**src/rtl/scarf_pkg.sv**
```systemverilog
// Shared types and constants for the SCARF register-bus SPI front end.
// Imported by the synchroniser and the front-end top level.
package scarf_pkg;

    localparam int unsigned BYTE_W     = 8;
    localparam int unsigned SLAVE_ID_W = 7;

    localparam logic [SLAVE_ID_W-1:0] SLAVE_ID_NONE = 7'h00;

    typedef enum logic [1:0] {
        IDLE    = 2'd0,
        ID_BYTE = 2'd1,
        DATA    = 2'd2
    } state_e;

    // MSB-first shift: new bit enters at the LSB.
    function automatic logic [BYTE_W-1:0] shift_in(input logic [BYTE_W-1:0] cur,
                                                   input logic              bit_in);
        return {cur[BYTE_W-2:0], bit_in};
    endfunction

endpackage

```
**src/rtl/scarf_sync.sv**
```systemverilog
// N-stage single-bit synchroniser for an asynchronous input into the clk domain.
// RESET_VAL sets the value the chain holds while in reset.
module scarf_sync #(
    parameter int unsigned STAGES    = 2,
    parameter logic        RESET_VAL = 1'b0
) (
    input  logic clk,
    input  logic rst_n_sync,
    input  logic d,
    output logic q
);

    logic [STAGES-1:0] chain_q;

    always_ff @(posedge clk or negedge rst_n_sync) begin
        if (!rst_n_sync) begin
            chain_q <= {STAGES{RESET_VAL}};
        end else begin
            chain_q <= {chain_q[STAGES-2:0], d};
        end
    end

    assign q = chain_q[STAGES-1];

endmodule

```
**src/rtl/scarf_spi_frontend.sv**
```systemverilog
// SPI mode-0 slave front end: oversamples sclk/mosi/cs_n in the clk domain, turns
// frames into the SCARF byte-stream interface and serialises slave read data onto miso.
module scarf_spi_frontend
    import scarf_pkg::*;
#(
    parameter int unsigned SYNC_STAGES = 2
) (
    input  logic                  clk,
    input  logic                  rst_n_sync,
    input  logic                  sclk,
    input  logic                  mosi,
    input  logic                  cs_n,
    output logic                  miso,
    output logic                  miso_oe,
    input  logic [BYTE_W-1:0]     read_data_in,
    output logic [BYTE_W-1:0]     data_in,
    output logic                  data_in_valid,
    output logic                  data_in_finished,
    output logic [SLAVE_ID_W-1:0] slave_id,
    output logic                  rnw
);

    localparam int unsigned SETTLE_W = $clog2(SYNC_STAGES + 1);

    logic sclk_s;
    logic mosi_s;
    logic cs_n_s;

    scarf_sync #(
        .STAGES    (SYNC_STAGES),
        .RESET_VAL (1'b0)
    ) u_sync_sclk (
        .clk        (clk),
        .rst_n_sync (rst_n_sync),
        .d          (sclk),
        .q          (sclk_s)
    );

    scarf_sync #(
        .STAGES    (SYNC_STAGES),
        .RESET_VAL (1'b0)
    ) u_sync_mosi (
        .clk        (clk),
        .rst_n_sync (rst_n_sync),
        .d          (mosi),
        .q          (mosi_s)
    );

    scarf_sync #(
        .STAGES    (SYNC_STAGES),
        .RESET_VAL (1'b1)
    ) u_sync_cs_n (
        .clk        (clk),
        .rst_n_sync (rst_n_sync),
        .d          (cs_n),
        .q          (cs_n_s)
    );

    // Edge detection on the synchronised pins.
    logic                sclk_q;
    logic                cs_n_q;
    logic [SETTLE_W-1:0] settle_q;
    logic                settled;
    logic                sclk_rise;
    logic                sclk_fall;
    logic                cs_rise;
    logic                cs_fall;

    assign settled = (settle_q == SETTLE_W'(SYNC_STAGES));

    // Until the chains hold real pin samples, cs_n is treated as already low so a frame
    // in flight at reset release produces no fall; it is only picked up after a rise.
    always_ff @(posedge clk or negedge rst_n_sync) begin
        if (!rst_n_sync) begin
            settle_q <= '0;
            sclk_q   <= 1'b0;
            cs_n_q   <= 1'b0;
        end else begin
            if (!settled) begin
                settle_q <= settle_q + 1'b1;
            end
            sclk_q <= sclk_s;
            cs_n_q <= settled ? cs_n_s : 1'b0;
        end
    end

    assign sclk_rise = sclk_s & ~sclk_q;
    assign sclk_fall = ~sclk_s & sclk_q;
    assign cs_fall   = settled & cs_n_q & ~cs_n_s;
    assign cs_rise   = settled & ~cs_n_q & cs_n_s;

    // Frame state and datapath.
    state_e                state_q, state_d;
    logic [2:0]            bit_cnt_q, bit_cnt_d;
    logic [BYTE_W-1:0]     rx_q, rx_d;
    logic [BYTE_W-1:0]     tx_q, tx_d;
    logic                  load_pend_q, load_pend_d;
    logic [BYTE_W-1:0]     data_q, data_d;
    logic                  valid_q, valid_d;
    logic                  fin_q, fin_d;
    logic [SLAVE_ID_W-1:0] sid_q, sid_d;
    logic                  rnw_q, rnw_d;
    logic [BYTE_W-1:0]     rx_shift;

    assign rx_shift = shift_in(rx_q, mosi_s);

    always_comb begin
        state_d     = state_q;
        bit_cnt_d   = bit_cnt_q;
        rx_d        = rx_q;
        tx_d        = tx_q;
        load_pend_d = load_pend_q;
        data_d      = data_q;
        valid_d     = 1'b0;
        fin_d       = 1'b0;
        sid_d       = sid_q;
        rnw_d       = rnw_q;

        // Frame target stays visible through the finished pulse, then drops.
        if (fin_q) begin
            sid_d = SLAVE_ID_NONE;
            rnw_d = 1'b0;
        end

        // cs_n rise takes priority over a byte completing in the same cycle.
        if (cs_rise) begin
            fin_d       = (state_q != IDLE);
            state_d     = IDLE;
            bit_cnt_d   = '0;
            rx_d        = '0;
            tx_d        = '0;
            load_pend_d = 1'b0;
        end else if (cs_fall) begin
            state_d     = ID_BYTE;
            bit_cnt_d   = '0;
            rx_d        = '0;
            tx_d        = '0;
            load_pend_d = 1'b0;
        end else if (state_q != IDLE) begin
            if (sclk_rise) begin
                rx_d      = rx_shift;
                bit_cnt_d = bit_cnt_q + 3'd1;
                if (bit_cnt_q == 3'd7) begin
                    load_pend_d = 1'b1;
                    if (state_q == ID_BYTE) begin
                        sid_d   = rx_shift[SLAVE_ID_W-1:0];
                        rnw_d   = rx_shift[BYTE_W-1];
                        state_d = DATA;
                    end else begin
                        data_d  = rx_shift;
                        valid_d = 1'b1;
                    end
                end
            end else if (sclk_fall) begin
                if (load_pend_q) begin
                    tx_d        = read_data_in;
                    load_pend_d = 1'b0;
                end else begin
                    tx_d = shift_in(tx_q, 1'b0);
                end
            end
        end
    end

    always_ff @(posedge clk or negedge rst_n_sync) begin
        if (!rst_n_sync) begin
            state_q     <= IDLE;
            bit_cnt_q   <= '0;
            rx_q        <= '0;
            tx_q        <= '0;
            load_pend_q <= 1'b0;
            data_q      <= '0;
            valid_q     <= 1'b0;
            fin_q       <= 1'b0;
            sid_q       <= SLAVE_ID_NONE;
            rnw_q       <= 1'b0;
        end else begin
            state_q     <= state_d;
            bit_cnt_q   <= bit_cnt_d;
            rx_q        <= rx_d;
            tx_q        <= tx_d;
            load_pend_q <= load_pend_d;
            data_q      <= data_d;
            valid_q     <= valid_d;
            fin_q       <= fin_d;
            sid_q       <= sid_d;
            rnw_q       <= rnw_d;
        end
    end

    assign miso             = tx_q[BYTE_W-1];
    assign miso_oe          = (state_q != IDLE);
    assign data_in          = data_q;
    assign data_in_valid    = valid_q;
    assign data_in_finished = fin_q;
    assign slave_id         = sid_q;
    assign rnw              = rnw_q;

endmodule

```
**config.mk**
```make
export PLATFORM = sky130hd
export DESIGN_NAME = scarf_spi_frontend
export DESIGN_NICKNAME = d
export VERILOG_FILES = /design/src/rtl/scarf_pkg.sv /design/src/rtl/scarf_sync.sv /design/src/rtl/scarf_spi_frontend.sv
export SDC_FILE = /design/constraint.sdc
export NUM_CORES = 1
export LEC_CHECK = 0
export ABC_AREA = 1
export CORE_UTILIZATION = 48
export CTS_CLUSTER_DIAMETER = 100
export DETAILED_ROUTE_END_ITERATION = 10
export GPL_TIMING_DRIVEN = 0
export HOLD_SLACK_MARGIN = 0.06
export PLACE_DENSITY = 0.75
export SLEW_MARGIN = 20
export SYNTH_ARGS = -nofsm -noshare
export SYNTH_HDL_FRONTEND = slang
export SYNTH_HIERARCHICAL = 1
export SYNTH_SLANG_ARGS = --single-unit
```
**constraint.sdc**
```tcl
create_clock -name clk -period 1.5 [get_ports clk]
set_clock_uncertainty 0.15 [all_clocks]
set_input_delay 0.375 -clock clk [delete_from_list [all_inputs] [get_ports clk]]
set_output_delay 0.375 -clock clk [all_outputs]
set_load 0.02 [all_outputs]
```
# Word level (Yosys, flattened, before mapping)
# Index checks and enable logic that the tools add are counted.
[op_classes]
add_sub_neg = 2
eq_ne = 5
mux = 48
bitwise_logic = 13
n_reduce_logical = 12
[ops]
columns = ["operator", "n"]
rows = [
  ["$mux W7", 11],
  ["$mux W8", 6],
  ["$mux W1", 21],
  ["$reduce_bool A3 Y1", 5],
  ["$mux W2", 6],
  ["$mux W3", 4],
  ["$not A1 Y1", 7],
  ["$and A1 B1 Y1", 6],
  ["$reduce_and A3 Y1", 2],
  ["$reduce_and A6 Y1", 1],
  ["$ne A4 B1 Y1 const B", 1],
  ["$reduce_and A4 Y1", 1],
  ["$reduce_bool A4 Y1", 1],
  ["$add A3 B1 Y3 const B", 1],
  ["$eq A3 B3 Y1 const B", 1],
  ["$ne A3 B1 Y1 const B", 1],
  ["$add A2 B1 Y2 const B", 1],
  ["$eq A2 B1 Y1 const B", 1],
  ["$eq A2 B2 Y1 const B", 1],
  ["$reduce_and A2 Y1", 1],
  ["$reduce_bool A2 Y1", 1],
]
[totals]
register_bits = 49
output_inout_bits = 20
elab_cells = 96

# Depth between registers and ports, before layout
# Gate-level depths: netlist (run 1).
[depth]
ltp_word = 7
depth_mapped = 9

# Hierarchy
# The synthesis (run 1) kept the hierarchy.
[modules_own_cells]
columns = ["module", "instances", "cells_per_inst", "area_each_um2"]
rows = [
  ["scarf_spi_frontend", 1, 241, 2030.7],
  ["scarf_sync (u_sync_mosi ...)", 2, 2, 50.0],
  ["scarf_sync (u_sync_cs_n)", 1, 2, 52.6],
]

# Worst setup path before layout (run 1)
# Ideal clock, no wire load.
[synth_path]
path_type = "register to register"
start = "register bit_cnt_q[0]"
end = "register sid_q[1] (netlist: slave_id[1])"
arrival_time_ps = 1331
path_slack_ps = -97
stages_incl_launch_ff = 9
path_buffers = 0
period_less_slack_ps = 1597
cell_sequence = "dfrtp_1 -> ha_1 -> ha_1 -> nand2_1 -> clkinv_1 -> nand3_2 -> nor2_4 -> nand2_1 -> nand2_1"
[synth_between]
elab_chain_cells = 6
[synth_rtl]
columns = ["item", "line_no", "text"]
rows = [
  ["start, declared", "scarf_spi_frontend.sv:94", "logic [2:0] bit_cnt_q, bit_cnt_d;"],
  ["start signal, assigned", "scarf_spi_frontend.sv:179", "bit_cnt_q <= bit_cnt_d;"],
  ["$eq A3 B3 Y1", "scarf_spi_frontend.sv:143", "if (bit_cnt_q == 3'd7) begin"],
  ["$mux W7", "scarf_spi_frontend.sv:143", ""],
  ["$mux W7", "scarf_spi_frontend.sv:140", "if (sclk_rise) begin"],
  ["$mux W7", "scarf_spi_frontend.sv:139", "end else if (state_q != IDLE) begin"],
  ["$mux W7", "scarf_spi_frontend.sv:133", "end else if (cs_fall) begin"],
  ["$mux W7", "scarf_spi_frontend.sv:126", "if (cs_rise) begin"],
  ["net sid_d[1]", "scarf_spi_frontend.sv:101", "logic [SLAVE_ID_W-1:0] sid_q, sid_d;"],
  ["end signal, assigned", "scarf_spi_frontend.sv:186", "sid_q <= sid_d;"],
  ["end, declared", "scarf_spi_frontend.sv:101", ""],
]
# The timed path passes the listed nets, and every way through them passes these cells.
# A chain may end at the register's enable or synchronous reset.

# Worst setup path after layout (run 1)
[layout_path]
start = "register state_q[0]"
end = "output miso_oe"
[layout_between]
elab_chain_cells = 1
[layout_rtl]
columns = ["item", "line_no", "text"]
rows = [
  ["start, declared", "scarf_spi_frontend.sv:93", "state_e state_q, state_d;"],
  ["start signal, assigned", "scarf_spi_frontend.sv:178", "state_q <= state_d;"],
  ["$reduce_bool A2 Y1", "scarf_spi_frontend.sv:192", "assign miso_oe = (state_q != IDLE);"],
  ["end, declared", "scarf_spi_frontend.sv:14", "output logic miso_oe,"],
]
# Every way passes these cells.

==> summary.md, run 1 <==
| Metric | Value |
|---|---|
| Syn nets | 265 |
| Grt ovf | 0 |
| H-tree depth | 2 |
| CTS tree | done |
| Final wirelength | 5080 µm |
| Max Cap Viol | 0 |
| Via-to-Cell Ratio | 5.11 |
| Synth Area per Inst | 8.84 µm² |
| I/O pin cnt | 33 |
| Clock transition at path regs | 0.09 ns |
| Ant diodes | 0 |
| Max Transition Viols Final | 0 |
| HP Class | flop to flop |
| Critical Path End Type | output port |
| Final setup viols | 9 |
| Outcome | finished, violations left |
| Final core utilization | 69.9% |
| Worst slew margin | 69.0% |
| Synth top area share | 53.9% |
| GRT Resource Usage Total | 20.5% |
| Die area | 4820 µm² |
| Top FF cell, synth | dfrtp_1 |
| Initial antenna violation count | 0 |
| Register area | 1230 µm² |
| Cells after DPL | 332 |
| WP data arrival | 1.07 ns |
| Initial Util | 50.1% |
| CP bufs+invs | 2 |
| Post-Synth Simple-Gate Area | 31.1% |
| Failing checks | negative setup slack |
| Leak Pwr | 1.60 nW |
| Nets | 333 |
| Register area share after synthesis | 56.3% |
| Fin crit period | 1.60 ns |
| Ranking of synthesized cells by area | dfrtp_1, nand2_1, inv_1, ha_1, dfstp_2 |
| Kind of critical path | flop to output port |
| Largest family of logic cells by synthesized area | simple AND/OR/NAND/NOR gates |
| Slowest stage cell, crit path | dfrtp_1 |
| DRC Markers | 0 |
| Die height | 69.4 µm |
| Pwr dens | 816 nW/µm² |
| Worst-margin pin slew | 0.465 ns |
| Cells along the critical path | nor2_4 > inv_2 > buf_6 |
| Post-Synth Adder-Cell Area | 2.87% |
| Root buffer cell | clkbuf_8 |
| Multi-input gate area | 991 µm² |
| Multiplexer share of the synthesized area | 0% |
| Max incr delay on CP | 0.42 ns |
| Row count | 24 |
| F_max | 0.626 GHz |
| DP HPWL | 2780 µm |
| Mapped cell area | 2180 µm² |
| Synth Instances | 247 |
| Critical path's top delay family | flip-flops |
| Post-synth top area cell | dfrtp_1 |
| Worst Path Required | 0.97 ns |
| Max FO, Critical Path | 2 |
| WL per Instance | 13.8 µm |
| Max Root-Sink Buffers | 2 |
| Largest net degree at the start of global routing | 31 |
| Layout fillers | 310 |
| Xor/xnor cell area share of the yosys netlist | 0.401% |
| Num Clock Sinks | 49 |
| Placeable Area | 4350 µm² |
| Final hold viol count | 0 |
| CP Launch Type | flop |
| Pre-antenna DRT Iters | 4 |
| Post-synth EDFFs | 0 |
| Vias post-DR | 1881 |
| Port bufs | 32 |
| Period utilisation layout | 107% |
| Clock Latency Late Sink | 0.31 ns |
| Synth Area in Compound Gates | 2.35% |
| Layout cells sized above 1 | 29.1% |
| Final Wtd Congestion | 0.746 |
| Antenna Nets Post-Route | 0 |
| Die width | 69.4 µm |
| Fin cells | 368 |
| Area Overhead vs Synth | 39.4% |
| Final worst setup slack | -0.0977 ns |
| Unrepaired setup endpoints after global routing | true |
| Syn. warnings | 6 |
| Number of global-route vias before repair | 1644 |
| Worst vdd ir | 0.000542 V |
| First-pass GRT wire length | 7730 µm |
| 1st-iter DRT viols | 78 |
| Synth unique cells | 26 |
| Yosys reg bits | 49 |
| TritonCTS Buffers | 5 |
| Asr flop ratio synth | 100% |
[registers in the layout, indices dropped and copies added (netlist names)]
register	count
sclk_q	1
data_in_valid	1
settle_q	2
bit_cnt_q	3
state_q	2
data_in	8
data_in_finished	1
slave_id	7
tx_q	8
rx_q	7
u_sync_cs_n/chain_q	2
rnw	1
cs_n_q	1
load_pend_q	1
u_sync_mosi/chain_q	2
u_sync_sclk/chain_q	2
[cell usage after synthesis (2+ instances only)]
master / count
nand3_4: 2
ha_1: 5
nor2_2: 2
inv_1: 27
dfstp_2: 2
dfrtp_1: 47
nand2_2: 2
nand2_1: 103
nor2_4: 4
nand4_1: 8
nor2_1: 10
buf_6: 2
nand3_1: 10
inv_2: 3
nand3_2: 2
o21ai_0: 8
[repair_timing]
item / in CTS / in global routing
hold buffers: 1 / 0
endpoints found under the hold margin: 19 / 0
pin swaps: 13 / 27
setup endpoints to repair: 57 / 53
setup buffers: 15 / 9
resized for setup: 80 / 37
cloned: 3 / 2
[worst register-to-register path: stages (launching register included)]
cell	delay [ns]
dfrtp_1	0.40
ha_4	0.16
ha_4	0.17
nand2_8	0.08
clkinv_8	0.07
nand3_4	0.08
nor2_4	0.21
nand2_1	0.09
nand2_1	0.07
[area by class of cell]
class / count / share of cell area [%]
buffer: 4 / 0.863
clock buffer: 7 / 3.16
clock inverter: 1 / 0.164
inverter: 31 / 4.40
multi-input combinational: 165 / 32.6
sequential: 49 / 40.4
tap: 52 / 2.14
timing repair buffer: 58 / 16.2
timing repair inverter: 1 / 0.206
[layer usage]
metal | global-route usage (%) | vias up | part of all wire (%)
met3 | 4.36 | 12 | 3.4
met5 | 0 | - | 0
li1 | - | 907 | -
met1 | 29.1 | 917 | 42
met4 | 8.84 | 0 | 2.4
met2 | 30.5 | 45 | 52
[cells in the final DEF (no fill, tap or decap), drive strengths merged]
master	count
nand3	14
clkbuf	11
nor3	1
nand4	10
inv	31
o21ai	8
buf	42
a21oi	1
dfrtp	47
clkdlybuf4s15	4
nor2	18
ha	5
xnor2	1
dfstp	2
dlygate4sd3	1
nand2	106
a31oi	1
clkinv	2
clkdlybuf4s50	11
[power breakdown]
group,leakage (nW),switching (mW),internal [mW]
Combinational,0.889,0.149,0.122
Sequential,0.656,0.0191,1.34
Clock,0.0542,0.437,0.417
[kinds of logic (layout without fill, tap and decap cells)]
| kind of cell | Yosys count | after routing |
|---|---|---|
| AO/OA/AOI/OAI | 10 | 10 |
| XOR/XNOR | 1 | 1 |
| adder cells (fa/ha/maj) | 5 | 5 |
| flip-flops | 49 | 49 |
| AND/OR/NAND/NOR | 146 | 149 |
| buffers and inverters | 36 | 102 |
[metrics by stage]
step	cell area (µm²)	hold WS [ns]	setup slack [ns]	total power [mW]	TNS (ns)
6_report	3040	0.204	-0.0977	2.48	-0.174
5_1_grt	3040	0.213	-0.128	2.59	-1.78
4_1_cts	2970	0.208	-0.0587	2.44	-0.0604
3_5_place_dp	2580	0.188	-0.270	1.55	-3.45
3_3_place_gp	2570	0.184	-1.46	1.55	-72.74
2_1_floorplan	2180	-0.0706	0.00609	1.46	0
[path summary, 6_finish.rpt]
| path | start | to | slack (ns) | depth (start not counted) |
|---|---|---|---|---|
| setup reg to reg | bit_cnt_q[0]$_DFFE_PN0P_ | slave_id[3]$_DFF_PN0_ | -0.03 | 8 |
| setup / recovery | state_q[0]$_DFFE_PN0P_ | miso_oe | -0.1 | 3 |
| min in group asynchronous | rst_n_sync | u_sync_mosi/chain_q[1]$_DFF_PN0_ | 0.40 | 2 |
| max in group asynchronous | rst_n_sync | u_sync_cs_n/chain_q[0]$_DFF_PN1_ | 0.21 | 3 |
| hold / removal | u_sync_sclk/chain_q[0]$_DFF_PN0_ | u_sync_sclk/chain_q[1]$_DFF_PN0_ | 0.20 | 0 |
| hold reg to reg | u_sync_sclk/chain_q[0]$_DFF_PN0_ | u_sync_sclk/chain_q[1]$_DFF_PN0_ | 0.20 | 0 |
No activity file was read; power rests on OpenSTA's default activity.
==> run 2: changes to the inputs <==
SLEW_MARGIN = default   (was 20)
==> results of run 2 <==
The final DEF is identical to that of run 1; final timing and power are the same.
